--- config.mk ---
export PLATFORM = sky130hd
export DESIGN_NAME = pes_elevator_scheduler
export DESIGN_NICKNAME = d
export VERILOG_FILES = /design/src/rtl/pes_elevator_pkg.sv /design/src/rtl/pes_elevator_pick.sv /design/src/rtl/pes_elevator_scheduler.sv
export SDC_FILE = /design/constraint.sdc
export NUM_CORES = 1
export LEC_CHECK = 0
export CORE_MARGIN = 10
export CORE_UTILIZATION = 38
export DETAILED_ROUTE_END_ITERATION = 7
export GPL_ROUTABILITY_DRIVEN = 0
export SKIP_LAST_GASP = 1
export SLEW_MARGIN = 20
export SYNTH_ARGS = -nofsm -noshare
export SYNTH_HDL_FRONTEND = slang
export SYNTH_SLANG_ARGS = --single-unit
--- constraint.sdc ---
create_clock -name clk -period 12.19 [get_ports clk]
set_clock_uncertainty 0.15 [all_clocks]
set_input_delay 2.438 -clock clk [delete_from_list [all_inputs] [get_ports clk]]
set_output_delay 2.438 -clock clk [all_outputs]
set_load 0.02 [all_outputs]
--- src/rtl/pes_elevator_pkg.sv ---
// Shared types and default sizing for the elevator scheduler.
// Imported by the scheduler top and its floor picker.
package pes_elevator_pkg;

   localparam int N_FLOORS_DEF       = 8;
   localparam int DWELL_CYCLES_DEF   = 4;
   localparam int TIMEOUT_CYCLES_DEF = 64;

   typedef enum logic [2:0] {
      IDLE,
      SELECT,
      WAIT_DONE,
      DWELL,
      FAULT
   } pes_state_e;

endpackage

--- src/rtl/pes_elevator_pick.sv ---
// SCAN floor picker: same floor first, then nearest in the sweep
// direction, otherwise reverse and take the nearest the other way.
module pes_elevator_pick
   import pes_elevator_pkg::*;
#(
   parameter int N_FLOORS = N_FLOORS_DEF
)(
   input  logic [N_FLOORS-1:0] pending,
   input  logic [N_FLOORS-1:0] current_floor,
   input  logic                dir_up,
   output logic [N_FLOORS-1:0] target,
   output logic                dir_next
);

   int                  cur_idx;
   logic [N_FLOORS-1:0] up_t;
   logic [N_FLOORS-1:0] dn_t;
   logic [N_FLOORS-1:0] here;

   always_comb begin
      cur_idx = -1;
      for (int i = 0; i < N_FLOORS; i++)
         if (current_floor[i]) cur_idx = i;

      // Later hits overwrite earlier ones, so loop order yields the nearest.
      up_t = '0;
      for (int i = N_FLOORS - 1; i >= 0; i--)
         if (pending[i] && i > cur_idx) begin
            up_t    = '0;
            up_t[i] = 1'b1;
         end

      dn_t = '0;
      for (int i = 0; i < N_FLOORS; i++)
         if (pending[i] && i < cur_idx) begin
            dn_t    = '0;
            dn_t[i] = 1'b1;
         end

      here     = pending & current_floor;
      target   = '0;
      dir_next = dir_up;

      if (|here) begin
         target = here;
      end else if (dir_up) begin
         if (|up_t) begin
            target = up_t;
         end else if (|dn_t) begin
            target   = dn_t;
            dir_next = 1'b0;
         end
      end else begin
         if (|dn_t) begin
            target = dn_t;
         end else if (|up_t) begin
            target   = up_t;
            dir_next = 1'b1;
         end
      end
   end

endmodule

--- src/rtl/pes_elevator_scheduler.sv ---
// Elevator call scheduler: latches calls, dispatches one SCAN target
// at a time, holds the door for a dwell and trips a watchdog on stalls.
module pes_elevator_scheduler
   import pes_elevator_pkg::*;
#(
   parameter int N_FLOORS       = N_FLOORS_DEF,
   parameter int DWELL_CYCLES   = DWELL_CYCLES_DEF,
   parameter int TIMEOUT_CYCLES = TIMEOUT_CYCLES_DEF
)(
   input  logic                clk,
   input  logic                reset,
   input  logic [N_FLOORS-1:0] call_req,
   input  logic [N_FLOORS-1:0] current_floor,
   input  logic                complete,
   input  logic                door_alert,
   input  logic                weight_alert,
   output logic [N_FLOORS-1:0] target_floor,
   output logic                target_valid,
   output logic [N_FLOORS-1:0] pending,
   output logic                dir_up,
   output logic                busy,
   output logic                fault
);

   localparam int WW = $clog2(TIMEOUT_CYCLES + 1);
   localparam int DW = $clog2(DWELL_CYCLES + 1);
   localparam logic [WW-1:0] WAIT_LAST  = WW'(TIMEOUT_CYCLES - 1);
   localparam logic [DW-1:0] DWELL_LAST = DW'(DWELL_CYCLES - 1);

   pes_state_e          state;
   logic [WW-1:0]       wait_cnt;
   logic [DW-1:0]       dwell_cnt;
   logic [N_FLOORS-1:0] pick_target;
   logic [N_FLOORS-1:0] clr;
   logic                pick_dir;
   logic                served;
   logic                alert;

   pes_elevator_pick #(.N_FLOORS(N_FLOORS)) u_pick (
      .pending       (pending),
      .current_floor (current_floor),
      .dir_up        (dir_up),
      .target        (pick_target),
      .dir_next      (pick_dir)
   );

   assign served = (state == WAIT_DONE) && complete &&
                   (current_floor == target_floor);
   assign clr    = served ? target_floor : '0;
   assign alert  = door_alert | weight_alert;

   always_ff @(posedge clk) begin
      if (!reset) begin
         state        <= IDLE;
         pending      <= '0;
         target_floor <= '0;
         target_valid <= 1'b0;
         dir_up       <= 1'b1;
         busy         <= 1'b0;
         fault        <= 1'b0;
         wait_cnt     <= '0;
         dwell_cnt    <= '0;
      end else begin
         // The served floor's clear beats a same-cycle call for it.
         pending <= (pending | call_req) & ~clr;
         unique case (state)
            IDLE: begin
               if (|pending && $onehot(current_floor)) begin
                  state <= SELECT;
                  busy  <= 1'b1;
               end
            end
            SELECT: begin
               if (|pick_target) begin
                  target_floor <= pick_target;
                  target_valid <= 1'b1;
                  dir_up       <= pick_dir;
                  wait_cnt     <= '0;
                  state        <= WAIT_DONE;
               end else begin
                  state <= IDLE;
                  busy  <= 1'b0;
               end
            end
            WAIT_DONE: begin
               if (served) begin
                  target_valid <= 1'b0;
                  target_floor <= '0;
                  dwell_cnt    <= '0;
                  state        <= DWELL;
               end else if (wait_cnt == WAIT_LAST) begin
                  target_valid <= 1'b0;
                  fault        <= 1'b1;
                  state        <= FAULT;
               end else begin
                  wait_cnt <= wait_cnt + 1'b1;
               end
            end
            DWELL: begin
               if (alert) begin
                  dwell_cnt <= '0;
               end else if (dwell_cnt == DWELL_LAST) begin
                  state <= IDLE;
                  busy  <= 1'b0;
               end else begin
                  dwell_cnt <= dwell_cnt + 1'b1;
               end
            end
            FAULT: begin
               state <= FAULT;
            end
            default: begin
               state <= IDLE;
               busy  <= 1'b0;
            end
         endcase
      end
   end

endmodule

=== Yosys cells after proc, flatten, opt, wreduce, memory -nomap -nowiden ===
Cells that the tools add are included.

* Add/sub/neg operators: 9
* Multiply operators: 0
* Divide/modulo/power cells: 0
* Magnitude comparators: 16
* Eq/ne operators: 18
* Shift operators: 0
* Muxes and demuxes: 63
* Bitwise operators: 8
* Reduce and logical (&&, ||, !) cells: 36

{| class="wikitable"
|+ Operators by type and width
! operator !! number
|-
| $mux 32 || 8
|-
| $mux 8 || 18
|-
| $gt 4x32->1 const A || 4
|-
| $lt 4x32->1 const A || 4
|-
| $gt 3x32->1 const A || 2
|-
| $lt 3x32->1 const A || 2
|-
| $reduce_or 8->1 || 5
|-
| $gt 1x32->1 const A || 1
|-
| $gt 2x32->1 const A || 1
|-
| $lt 1x32->1 const A || 1
|-
| $lt 2x32->1 const A || 1
|-
| $mux 7 || 4
|-
| $mux 3 || 9
|-
| $logic_and 1x1->1 || 19
|-
| $and 8x8->8 || 2
|-
| $ne 2x2->1 const B || 8
|-
| $pmux 8 s2 || 1
|-
| $pmux 3 s5 || 1
|-
| $reduce_and 3->1 || 5
|-
| $pmux 7 s2 || 1
|-
| $mux 1 || 13
|-
| $eq 3x2->1 const B || 3
|-
| $add 1x1->2 || 4
|-
| $eq 8x8->1 || 1
|-
| 26 further kinds || 32
|}

* Register bits after elaboration: 33
* Latch bits: 0
* RAM bits: 0
* ROM bits: 0
* Input port bits: 21
* Output and inout bits: 20
* Word-level logic and storage cells: 159
* Memories: 0

=== Logic depth before layout (Yosys ltp) ===
Gate-level depths: netlist of run 1.

* Depth after elaboration: 26
* Depth in mapped cells: 16

=== Hierarchy ===
From an unflattened synthesis of run 1, not the netlist that was laid out.

* Cell total of the unflattened synthesis: 311
* Area total of the unflattened synthesis: 2463.6 sq um

{| class="wikitable"
|+ By module, submodules not included
! module !! instances !! cells each !! area an instance (sq um) !! sequential area each (sq um)
|-
| pes_elevator_scheduler || 1 || 217 || 1858.0 || 660.6
|-
| pes_elevator_pick || 1 || 94 || 605.6 || 0.0
|}

=== Worst setup path before layout of run 1 ===
No wires, ideal clock.

* Path kind: input to register
* Start point: input port current_floor[0]
* End point: register busy
* Library setup time: 78 ps
* Data arrival time: 5833 ps
* Data required time: 11962 ps
* Slack: 6129 ps
* Stages: 15
* Path through: fa_1 inv_1 fa_1 fa_1 inv_1 ha_1 inv_1 fa_1 nand2_1 a31o_2 o21ai_0 and3_1 nand3b_1 or4_1 a32oi_1

* Word-level cells in the longest chain between the ends: 26
* Elaborated cells between the ends (all ways): 75
* Those cells by class: add/sub: 3; order compare: 16; eq/ne: 3; mux: 30; bitwise: 1; reduce/logical: 22

{| class="wikitable"
|+ Ends and longest elaborated chain
! item !! line !! source
|-
| start, declared || pes_elevator_scheduler.sv:13 || <nowiki>input logic [N_FLOORS-1:0] current_floor,</nowiki>
|-
| $mux 32 (8 in series) || pes_elevator_pick.sv:23 || <nowiki>if (current_floor[i]) cur_idx = i;</nowiki>
|-
| $gt 4x32->1 / $lt 1x32->1 (equally long branches) || pes_elevator_pick.sv:28, pes_elevator_pick.sv:35 ||
|-
| $logic_and 1x1->1 (on tied branches) || pes_elevator_pick.sv:28, pes_elevator_pick.sv:35 ||
|-
| $mux 8 / $mux 1 (equally long branches) || pes_elevator_pick.sv:28, pes_elevator_pick.sv:35 ||
|-
| $mux 8 / $mux 2 (equally long branches) || pes_elevator_pick.sv:28, pes_elevator_pick.sv:35 ||
|-
| $mux 8 / $mux 3 (equally long branches) || pes_elevator_pick.sv:28, pes_elevator_pick.sv:35 ||
|-
| $mux 8 / $mux 4 (equally long branches) || pes_elevator_pick.sv:28, pes_elevator_pick.sv:35 ||
|-
| $mux 8 / $mux 5 (equally long branches) || pes_elevator_pick.sv:28, pes_elevator_pick.sv:35 ||
|-
| [... 3 more ...] || - ||
|-
| $reduce_or 8->1 (on tied branches) || - ||
|-
| $mux 8 (on tied branches) || pes_elevator_pick.sv:56, pes_elevator_pick.sv:49 ||
|-
| $mux 8 (on tied branches) || pes_elevator_pick.sv:54, pes_elevator_pick.sv:47 ||
|-
| $mux 8 || pes_elevator_pick.sv:46 || <nowiki>end else if (dir_up) begin</nowiki>
|-
| $mux 8 || pes_elevator_pick.sv:44 || <nowiki>if (|here) begin</nowiki>
|-
| $reduce_or 8->1 || pes_elevator_scheduler.sv:74 || <nowiki>if (|pick_target) begin</nowiki>
|-
| $ne 2x2->1 (no line) || - ||
|-
| $reduce_and 5->1 (no line) (*) || - ||
|-
| end signal, assigned || pes_elevator_scheduler.sv:70 || <nowiki>busy <= 1'b1;</nowiki>
|-
| end signal, assigned || pes_elevator_scheduler.sv:82 || <nowiki>busy <= 1'b0;</nowiki>
|-
| end signal, assigned || pes_elevator_scheduler.sv:104 || <nowiki>busy <= 1'b0;</nowiki>
|-
| end, declared || pes_elevator_scheduler.sv:21 || <nowiki>output logic busy,</nowiki>
|}

Mark *: on every way between the ends. The rest lies on a longest branch, timed or not.
A chain may end at the register's enable or synchronous reset.

=== Worst setup path in the final report of run 1 ===
* Start point: input port current_floor[3]
* End point: register busy

* Word-level cells in the longest chain between the ends: 23
* Elaborated cells between the ends (all ways): 72
* Those cells by class: add/sub: 3; order compare: 16; eq/ne: 3; mux: 27; bitwise: 1; reduce/logical: 22

{| class="wikitable"
|+ Ends and longest elaborated chain
! item !! line
|-
| $mux 32 (5 in series) || pes_elevator_pick.sv:23
|-
| $gt 4x32->1 / $lt 1x32->1 (equally long branches) || pes_elevator_pick.sv:28, pes_elevator_pick.sv:35
|-
| $logic_and 1x1->1 (on tied branches) || pes_elevator_pick.sv:28, pes_elevator_pick.sv:35
|-
| $mux 8 / $mux 1 (equally long branches) || pes_elevator_pick.sv:28, pes_elevator_pick.sv:35
|-
| $mux 8 / $mux 2 (equally long branches) || pes_elevator_pick.sv:28, pes_elevator_pick.sv:35
|-
| $mux 8 / $mux 3 (equally long branches) || pes_elevator_pick.sv:28, pes_elevator_pick.sv:35
|-
| $mux 8 / $mux 4 (equally long branches) || pes_elevator_pick.sv:28, pes_elevator_pick.sv:35
|-
| $mux 8 / $mux 5 (equally long branches) || pes_elevator_pick.sv:28, pes_elevator_pick.sv:35
|-
| [... 3 more ...] || -
|-
| $reduce_or 8->1 (on tied branches) || -
|-
| $mux 8 (on tied branches) || pes_elevator_pick.sv:56, pes_elevator_pick.sv:49
|-
| $mux 8 (on tied branches) || pes_elevator_pick.sv:54, pes_elevator_pick.sv:47
|-
| $mux 8 || pes_elevator_pick.sv:46
|-
| $mux 8 || pes_elevator_pick.sv:44
|-
| $reduce_or 8->1 || pes_elevator_scheduler.sv:74
|-
| $ne 2x2->1 (no line) || -
|-
| $reduce_and 5->1 (no line) (*) || -
|}

Marks and branches as above.

==> impl_metrics.toml, run 1 <==
[outcome]
outcome = "finished clean"

[place]
place_hpwl_um = 5410
port_buffers = 40

[yosys]
yosys_warnings = 0
netlist.area_leader.share_pct = 27.1
synth_flop_cell = "dfxtp_1"
synth_cell_types = 62
ys_ff_latch = 33
synth.avg_cell_area_um2 = 7.80
synth_area_um2 = 2440
synth_seq_area_share_pct = 27.1
synth-edff-count = 0
synthCells = 313
async_flop_share_pct = 0
ys_top_cells_by_area = "dfxtp_1 (27%), nand2_1 (5.8%), ha_1 (4.1%), a21oi_1 (3.7%), nor2_1 (3.5%)"
syn_nets = 346
yosys.area.top_type = "dfxtp_1"

[setup_path]
start_kind = "input port"
reg2reg_depth = 8
crit_type = "in -> reg"
crit_path_max_fanout = 8
end_kind = "flop"
r2r_slack_ps = 8850
worstReg2RegStart = "pending[4]$_SDFF_PN0_"
cp_data_required_time_ps = 12260
timing.rr.end = "wait_cnt[1]$_SDFFE_PN0P_"
arrival_ps = 6790

[floorplanning]
std_cell_rows = 29
die_height_um = 100
ios = 41
die_w_um = 100
die_area_um2 = 10000
core_um2 = 6280
initial_core_util_pct = 38.9

[hold_path]
holdPathStages = 2
hp-class = "reg -> reg"
hold_path.startpoint = "wait_cnt[6]$_SDFFE_PN0P_"
min_to = "wait_cnt[6]$_SDFFE_PN0P_"

[global_route]
grt_pass1_vias = 2406
grt_pass1_wl_um = 12000
antenna_found_initial = 0
grt_max_degree = 22
grt_overflow = 0
grtUsageTotal_pct = 14.5

[clocking]
cts_sinks = 33
postCtsSetupBuffers = 0
cts_max_path_buffers = 2
cts_resized = 0
clock_latency_ps = 300
h-tree-depth = 2
clk_pin_slew_ps = 80
cts_hold_buf = 0
cts_tree = "built"
cts_root_buf = "clkbuf_8"
numCtsBuffers = 5

[sta]
fmax_mhz = 149
fin_crit_ps = 6720
slew_viol_final = 0
rsz0062_at_grt = "no"
tightest_slew_ps = 1020
tns_ps = 0
hold_viol_final = 0
hold_ws_ps = 313
setup_viol = 0
post-route-period-util_pct = 55.1
relSlewSlack_pct = 31.8

[route]
drtAntennaViolNets = 0
drt_wl_total_um = 7260
wire_per_inst_um = 17.2
drt_iter0_drc = 233
via_count = 2477
drc_errors = 0
vias_per_cell = 5.86
first_pass_iters = 5

[job]
cap_violations = 0

[final_layout]
n_antenna_cell = 0
syn2layout_area_growth_pct = 21.1
drive_gt1_share_pct = 8.67
fin_nets = 378

[pwr]
finalPower_w = 0.000389
p_leak_nw = 1.10
powerDensity_nw_per_um2 = 131
vdd_drop_max_uv = 72.7
through the flow:
step / instances / utilization (%) / setup WS [ps] / area (um^2)
after floorplan: 313 / - / 6130 / 2440
final: 423 / 47.1 / 5470 / 2960
after detailed placement: 415 / 45.2 / 5240 / 2840
after global placement: 415 / 45.2 / 5390 / 2840
after global routing: 423 / 47.1 / 5280 / 2960
after CTS: 423 / 47.1 / 5530 / 2960
cells by family (layout without fill, tap and decap cells):
family / count (synthesis) / in the layout / share of synthesized area (%)
flip-flops: 33 / 33 / 27.1
adder cells (fa/ha/maj): 12 / 12 / 7.38
AND/OR/NAND/NOR: 127 / 127 / 27.1
AO/OA/AOI/OAI: 87 / 87 / 24.9
multiplexers: 4 / 4 / 1.64
XOR/XNOR: 12 / 12 / 4.31
buffers and inverters: 38 / 71 / 7.69
flip-flops by register name, summed over array words and instances, names as in the netlist:
name,cells
wait_cnt,7
dir_up,1
target_valid,1
pending,8
busy,1
target_floor,8
fault,1
state,3
dwell_cnt,3
worst max-delay path: stages:
cell             delay (ps)
clkdlybuf4s50_1         600
fa_1                    570
inv_1                    50
fa_1                    490
fa_1                    410
inv_1                    70
ha_1                    180
inv_1                    60
fa_1                    480
nand2_1                  50
a31o_2                  200
o21ai_0                 220
and3_1                  230
nand3b_1                 90
or4_1                   410
a32oi_1                 230
per-layer routing:
layer	part of all wire (%)	vias up	track usage [%]
met3	7.4	13	3.85
met5	0	-	0
met4	1.5	0	4.02
met2	45	92	22.7
li1	-	1197	-
met1	46	1175	18.9
how the worst max path moves through the flow:
stage / start / to / slack, ps / depth (start not counted)
final: current_floor[3] / busy$_SDFFE_PN0P_ / 5470 / 16
after global routing: current_floor[3] / busy$_SDFFE_PN0P_ / 5280 / 16
after CTS: current_floor[3] / busy$_SDFFE_PN0P_ / 5530 / 16
after detailed placement: current_floor[3] / busy$_SDFFE_PN0P_ / 5240 / 16
after global placement: current_floor[3] / busy$_SDFFE_PN0P_ / 5390 / 16
after floorplan: current_floor[0] / busy$_SDFFE_PN0P_ / 6130 / 15
report_power, final:
group,total (W),switching [W],leakage (nW),internal [W]
clock,0.000111,0.0000446,0.0585,0.0000667
sequential,0.000135,0.0000164,0.270,0.000119
combinational,0.000142,0.0000824,0.772,0.0000595
total,0.000389,0.000143,1.10,0.000245
cell usage after synthesis (all sizes together) (8+ instances only):
master	count
a21oi	19
buf	9
dfxtp	33
ha	8
inv	22
nand2	38
nand3	13
nor2	24
nor3	16
o21ai	25
xnor2	8
cell usage in the layout (no fill, tap or decap), types with 3 or more instances in the layout:
| cell type | instances |
|---|---|
| xor2_1 | 4 |
| fa_1 | 4 |
| and3_1 | 7 |
| o21ai_2 | 5 |
| nor3_2 | 5 |
| a211oi_1 | 3 |
| ha_1 | 8 |
| nand2b_1 | 3 |
| nand2_1 | 38 |
| nand3_1 | 13 |
| or4_1 | 3 |
| a21oi_1 | 18 |
| a31oi_1 | 5 |
| clkdlybuf4s50_1 | 40 |
| nor2_1 | 23 |
| xnor2_1 | 8 |
| mux2i_1 | 4 |
| clkbuf_8 | 6 |
| inv_1 | 22 |
| nand4_1 | 7 |
| o21ai_0 | 15 |
| nor3_1 | 11 |
| o31ai_1 | 4 |
| dfxtp_1 | 33 |
| nor2b_1 | 3 |
| a21o_1 | 3 |
| o21ai_1 | 5 |
layout make-up:
cell class	instances	area, um^2
clock buffers	7	86.3
clock inverters	1	30.0
fillers	656	3320
inverters	22	82.6
multi-input cells	242	1590
flip-flops and latches	33	661
well taps	77	96.3
repair buffers	41	408
No activity file was read; power rests on OpenSTA's default activity.
==> run 2: changes to the inputs <==
==> constraint.sdc (replaced) <==
create_clock -name clk -period 6.7 [get_ports clk]
set_clock_uncertainty 0.15 [all_clocks]
set_input_delay 1.34 -clock clk [delete_from_list [all_inputs] [get_ports clk]]
set_output_delay 1.34 -clock clk [all_outputs]
set_load 0.02 [all_outputs]
==> run 2 against run 1 <==
Die area unchanged. Core utilization down 0.36 points. Final cell count up 0.24%. Register-to-register slack worse by 5500 ps. Critical path type unchanged. Largest power group unchanged.
==> impl_metrics.toml, run 2 (synthesized netlist as in run 1, its figures left out) <==
[outcome]
outcome = "finished clean"

[hold_path]
hp-class = "reg -> reg"
hold_path.startpoint = "wait_cnt[6]$_SDFFE_PN0P_"
holdPathStages = 2
min_to = "wait_cnt[6]$_SDFFE_PN0P_"

[sta]
setup_viol = 0
slew_viol_final = 0
post-route-period-util_pct = 82.3
tns_ps = 0
setup_slack_ps = 1190
relSlewSlack_pct = 29.7
hold_viol_final = 0
hold_ws_ps = 317
fin_crit_ps = 5510
rsz0062_at_grt = "no"
tightest_slew_ps = 1050
fmax_mhz = 181

[global_route]
met1_usage_pct = 20.0
gr-max-usage-layer = "met2"
met3_usage_pct = 3.78
grt_pass1_wl_um = 12200
grt_pass1_vias = 2409
use_met2_pct = 22.4
grt_max_degree = 22
grt_overflow = 0
grtUsageTotal_pct = 14.6
antenna_found_initial = 0

[floorplanning]
ios = 41
initial_core_util_pct = 38.9
std_cell_rows = 29
core_um2 = 6280
die_height_um = 100
die_area_um2 = 10000
die_w_um = 100

[final_layout]
largestRegisters = "pending x8, target_floor x8, wait_cnt x7"
syn2layout_area_growth_pct = 20.2
layout_commonest_cell = "clkdlybuf4s50_1"
fillers = 639
stdcell_count = 424
layout_common_cells = "clkdlybuf4s50_1 (40), nand2_1 (38), dfxtp_1 (33), nor2_1 (23), inv_1 (22)"
n_antenna_cell = 0
drive_gt1_share_pct = 9.22
fin_nets = 379

[place]
dpl_worst_slack_ps = 875
port_buffers = 40
place_hpwl_um = 5370
placedCellCount = 416

[clocking]
clock_latency_ps = 300
numCtsBuffers = 5
cts_max_path_buffers = 2
cts_resized = 0
cts_tree = "built"
h-tree-depth = 2
cts_hold_buf = 0
cts_sinks = 33
cts_root_buf = "clkbuf_8"
postCtsSetupBuffers = 0
clk_pin_slew_ps = 80

[route]
vias_per_cell = 5.81
first_pass_iters = 6
drt_wl_total_um = 7240
wire_per_inst_um = 17.1
drtAntennaViolNets = 0
drt_iter0_drc = 246
via_count = 2465
drc_errors = 0

[setup_path]
end_kind = "flop"
start_kind = "input port"
reg2reg_depth = 7
worstReg2RegStart = "pending[4]$_SDFF_PN0_"
crit_path_max_fanout = 8
timing.rr.end = "wait_cnt[0]$_SDFFE_PN0P_"
arrival_ps = 5590
r2r_slack_ps = 3360
cp_data_required_time_ps = 6770
crit_type = "in -> reg"

[pwr]
p_leak_nw = 1.09
vdd_drop_max_uv = 107
powerDensity_nw_per_um2 = 224

[job]
cap_violations = 0
-- run 2: cell count changes in the layout (fill, tap and decap cells not counted), sizes merged --
cell      delta
clkbuf       -2
clkinvlp     +1
buf          +1
bufinv       -1
clkinv       +2
-- run 2: cell type report --
cell class | instances | area [um^2] | area share (%)
repair buffers | 42 | 415 | 14.2
multi-input cells | 242 | 1590 | 54.3
well taps | 77 | 96.3 | 3.28
flip-flops and latches | 33 | 661 | 22.5
inverters | 22 | 82.6 | 2.81
clock buffers | 5 | 68.8 | 2.35
clock inverters | 3 | 17.5 | 0.597
-- run 2: per-layer routing --
layer	routed length, um	part of all wire, %	vias up
met5	0	0	-
met4	76	1.0	0
met3	577	8.0	9
met2	3200	44	80
met1	3390	47	1174
li1	-	-	1202
-- run 2: worst max-delay path, cell delays in order --
cell and delay (ps):
clkdlybuf4s50_1 600, fa_1 570, inv_1 50, fa_1 490
fa_1 410, inv_1 70, ha_1 150, inv_1 60
fa_1 470, nand2_1 50, a31o_2 200, o21ai_0 200
and3_1 240, nand3b_1 70, or4_1 400, a32oi_1 210
-- run 2: worst max path at each step --
stage                   endpoint  slack (ps)  cells past startpoint              from
3_5_place_dp   busy$_SDFFE_PN0P_         870                     16  current_floor[3]
6_report       busy$_SDFFE_PN0P_        1190                     16  current_floor[3]
5_1_grt        busy$_SDFFE_PN0P_         940                     16  current_floor[3]
2_1_floorplan  busy$_SDFFE_PN0P_        1740                     15  current_floor[0]
4_1_cts        busy$_SDFFE_PN0P_        1190                     16  current_floor[3]
3_3_place_gp   busy$_SDFFE_PN0P_        1000                     16  current_floor[3]
-- run 2: power by group --
group          leakage, nW  switching, W  internal [W]
Sequential           0.270     0.0000298      0.000216
Clock               0.0439     0.0000822     0.0000717
Combinational        0.777      0.000149      0.000108
Total                 1.09      0.000261      0.000396
-- run 2: through the flow --
stage	util, %	cell area (um^2)	power, W
final	46.7	2930	0.000657
after global routing	46.7	2930	0.000703
after CTS	46.7	2930	0.000660
after detailed placement	45.4	2850	0.000504
after global placement	45.4	2850	0.000503
after floorplan	-	2440	0.000430
==> run 3: changes to the inputs <==
==> constraint.sdc (replaced) <==
create_clock -name clk -period 4.7 [get_ports clk]
set_clock_uncertainty 0.15 [all_clocks]
set_input_delay 0.94 -clock clk [delete_from_list [all_inputs] [get_ports clk]]
set_output_delay 0.94 -clock clk [all_outputs]
set_load 0.02 [all_outputs]
==> run 3 against run 2 <==
Non-clock buffer count rose by 17. Combinational power is 79% higher. Flip-flop and latch count unchanged. Final cell count increased by 3.8%. Global-route usage barely moved. Sequential power rose by 43%. Critical path type unchanged. Largest power group unchanged. Hold slack improved by 5.3 ps. Via count is 1.9% higher. Routed wire length increased by 1.6%. Total power is 56% higher. Register-to-register slack lost 1800 ps. Core utilization grew 2.4 points.
==> impl_metrics.toml, run 3 (synthesized netlist as in run 1, its figures left out) <==
[place]
place_area_um2 = 2960
place_hpwl_um = 5550
dpl_worst_slack_ps = -742
port_buffers = 40

[route]
via_count = 2512
vias_per_cell = 5.71
drt_wl_total_um = 7360
drtAntennaViolNets = 0
first_pass_iters = 4
drc_errors = 0
wire_per_inst_um = 16.7
drt_iter0_drc = 123

[pwr]
vdd_drop_max_uv = 179
p_int_w = 0.000642
p_clk_share_pct = 20.8
power_frac_seq_pct = 34.3
switchingPower_w = 0.000385
powerDensity_nw_per_um2 = 333
p_comb_share_pct = 44.9
p_leak_nw = 1.18
swShare_pct = 37.5
finalPower_w = 0.00103

[sta]
setup_slack_ps = 109
setup_viol = 0
fmax_mhz = 218
hold_viol_final = 0
tns_ps = 0
relSlewSlack_pct = 56.3
rsz0062_at_grt = "no"
slew_viol_final = 0
post-route-period-util_pct = 97.7
fin_crit_ps = 4590
tightest_slew_ps = 655

[outcome]
outcome = "finished clean"

[setup_path]
path_buf_inv = 4
cp.depth = 16
cpMostUsedCell = "fa_1"
start_kind = "input port"
crit_start = "current_floor[3]"
crit_path_top_delay_cell = "fa_1"
critPathCapture = "busy$_SDFFE_PN0P_"
cp_top_family = "adder cells"
arrival_ps = 4650
path_cells = "clkdlybuf4s15_1 > fa_1 > inv_1 > fa_1 > fa_1 > inv_1 > ha_2 > inv_1 > fa_1 > nand2_1 > a31o_2 > o21ai_4 > and3_4 > nand3b_1 > or4_1 > a32oi_1"
r2r_slack_ps = 1600
critPathMaxStageDelay_ps = 510
end_kind = "flop"
cp_data_required_time_ps = 4760
crit_path_max_fanout = 2
timing.rr.end = "wait_cnt[1]$_SDFFE_PN0P_"
crit_type = "in -> reg"
worstReg2RegStart = "pending[4]$_SDFF_PN0_"
reg2reg_depth = 8

[final_layout]
largestRegisters = "pending x8, target_floor x8, wait_cnt x7"
n_antenna_cell = 0
drive_gt1_share_pct = 15.2
syn2layout_area_growth_pct = 26.3
fin_area_um2 = 3080
layout_common_cells = "nand2_1 (38), clkdlybuf4s50_1 (37), dfxtp_1 (33), nor2_1 (23), inv_1 (22)"
fin_nets = 396
layout_commonest_cell = "nand2_1"

[floorplanning]
core_um2 = 6280
die_area_um2 = 10000
die_w_um = 100
die_height_um = 100
initial_core_util_pct = 38.9
std_cell_rows = 29
ios = 41

[global_route]
grt_pass1_vias = 2471
grt_max_degree = 22
grtUsageTotal_pct = 14.6
grt_overflow = 0
antenna_found_initial = 0
grt_pass1_wl_um = 12300

[hold_path]
hp-class = "reg -> reg"
holdPathStages = 2

[clocking]
clock_latency_ps = 280
cts_max_path_buffers = 2
cts_sinks = 33
cts_tree = "built"
cts_root_buf = "clkbuf_8"
h-tree-depth = 2
numCtsBuffers = 5
clk_pin_slew_ps = 60

[job]
cap_violations = 0
run 3: cell count changes in the layout (fill, tap and decap cells not counted), moves of 2 or more:
cell,previous run,this run
clkdlybuf4s50_1,40,37
a21oi_2,1,3
clkbuf_2,0,2
buf_4,2,19
clkinv_2,2,0
a21oi_1,18,16
run 3: cell type report:
| type | instances | area (um^2) |
|---|---|---|
| clock buffer | 7 | 86.3 |
| fill | 625 | 3190 |
| inverter | 22 | 82.6 |
| multi-input combinational | 242 | 1630 |
| sequential | 33 | 661 |
| tap | 77 | 96.3 |
| timing repair buffer | 59 | 533 |
run 3: metal layers:
layer	global-route usage, %	vias up	routed length, um
met4	4.35	0	100
met2	22.4	87	3260
met3	3.98	11	553
li1	-	1235	-
met1	19.5	1179	3440
met5	0	-	0
run 3: worst min-delay path by stage:
| stage | to | start |
|---|---|---|
| floorplan | wait_cnt[6]$_SDFFE_PN0P_ | wait_cnt[6]$_SDFFE_PN0P_ |
| global placement | wait_cnt[6]$_SDFFE_PN0P_ | wait_cnt[6]$_SDFFE_PN0P_ |
| detailed placement | wait_cnt[6]$_SDFFE_PN0P_ | wait_cnt[6]$_SDFFE_PN0P_ |
| CTS | wait_cnt[6]$_SDFFE_PN0P_ | wait_cnt[6]$_SDFFE_PN0P_ |
| global route | wait_cnt[6]$_SDFFE_PN0P_ | wait_cnt[6]$_SDFFE_PN0P_ |
| finish | wait_cnt[6]$_SDFFE_PN0P_ | wait_cnt[6]$_SDFFE_PN0P_ |
run 3: per-stage QoR:
stage	instances	hold slack, ps	util [%]
after floorplan	313	291	-
after global routing	440	346	49.1
final	440	322	49.1
after global placement	431	307	47.2
after detailed placement	431	316	47.2
after CTS	439	326	49.0
run 3: tightest hold or removal path: stages (launching register included):
cell and delay [ps]:
dfxtp_1 310, o31ai_1 80, nor3_2 40
run 3: what timing repair did:
| action | in CTS | in global routing |
|---|---|---|
| setup buffers | 1 | 1 |
| pin swaps | 2 | 1 |
| setup endpoints to repair | 7 | 6 |
| hold buffers | 0 | 0 |
| resized for setup | 10 | 6 |
run 3: power groups by stage:
stage,Combinational [W],Clock [W],Sequential [W]
finish,0.000461,0.000214,0.000352
global route,0.000503,0.000231,0.000357
CTS,0.000440,0.000221,0.000352
detailed placement,0.000409,0,0.000357
global placement,0.000409,0,0.000357
floorplan,0.000250,0,0.000364
==> RTL change: new RTL, flow settings as in run 2 <==
Set the package constant `DWELL_CYCLES_DEF` to 8 (it was 4).
--- a/src/rtl/pes_elevator_pkg.sv
+++ b/src/rtl/pes_elevator_pkg.sv
@@ -5,3 +5,3 @@
    localparam int N_FLOORS_DEF       = 8;
-   localparam int DWELL_CYCLES_DEF   = 4;
+   localparam int DWELL_CYCLES_DEF   = 8;
    localparam int TIMEOUT_CYCLES_DEF = 64;
Check against the original RTL: not equivalent (a bounded check fails within 10 cycles, from zero or initial values and one cycle with reset low).
==> RTL change against run 2 <==
- synthesized cell count did not move
- wire length is 0.35% higher
- sequential cell count up 1
- largest cell class unchanged
- power is 0.20% lower
- area after synthesis is 2.7% higher
- core utilization increased by 0.16 points
- cell area grew 2.1%
- register-to-register slack got worse by 290 ps
- final cell count is 1.9% lower
- setup slack better by 10 ps
==> RTL change: results <==
set metrics [dict create \
    dpl.cell_count 408 \
    critPathMaxFanout 14 \
    grt_pass1_vias 2440 \
    dr_wl_met2_um 3240 \
    grt.met3_usage 0.04561 \
    endpoint "state[1]" \
    status "finished clean" \
    peakVddDrop_v 0.0001020 \
    cp.arrival_ps 5570 \
    r2r_slack_ps 3070 \
    leakage_uw 0.001082 \
    drive_gt1_frac 0.07670 \
    syn_nets 345 \
    final_area_um2 2995 \
    ff2ff_path_depth 9 \
    reg2reg_from "pending[6]" \
    routed_wl_um 7268 \
    reg2reg_to "target_floor[0]" \
    routed_via_density 5.892 \
    fillers 644 \
    drt-initial-drc-count 175 \
    relSlewSlack 0.4098 \
    met1_usage 0.1960 \
    dpl-instance-area_um2 2900 \
    synthAdderAreaFrac 0.06687 \
    hold_ws_ps 302.3 \
]
## RTL change: final cells by class
| cell class | instances | area share |
|---|---|---|
| Inverter | 20 | 0.02506 |
| Tap cell | 77 | 0.03216 |
| Multi-Input combinational cell | 236 | 0.5476 |
| Clock inverter | 2 | 0.004177 |
| Sequential cell | 34 | 0.2272 |
| Clock buffer | 6 | 0.02757 |
| Timing Repair Buffer | 41 | 0.1362 |
## RTL change: cells by family after synthesis
group | after synthesis
AO/OA/AOI/OAI | 103
XOR/XNOR | 12
adder cells (fa/ha/maj) | 11
buffers and inverters | 43
flip-flops | 34
AND/OR/NAND/NOR | 110
## RTL change: worst max-delay path: cells and delay by family
| kind | cells | cell delay, ps |
|---|---|---|
| AO/OA/AOI/OAI | 6 | 1030 |
| buffers and inverters | 4 | 850 |
| adder cells (fa/ha/maj) | 5 | 2040 |
| AND/OR/NAND/NOR | 2 | 300 |
## RTL change: report_power, final
group	internal [uW]	switching, uW
Combinational	107	135
Sequential	222	32.8
Clock	82.6	76.1
Total	412	244
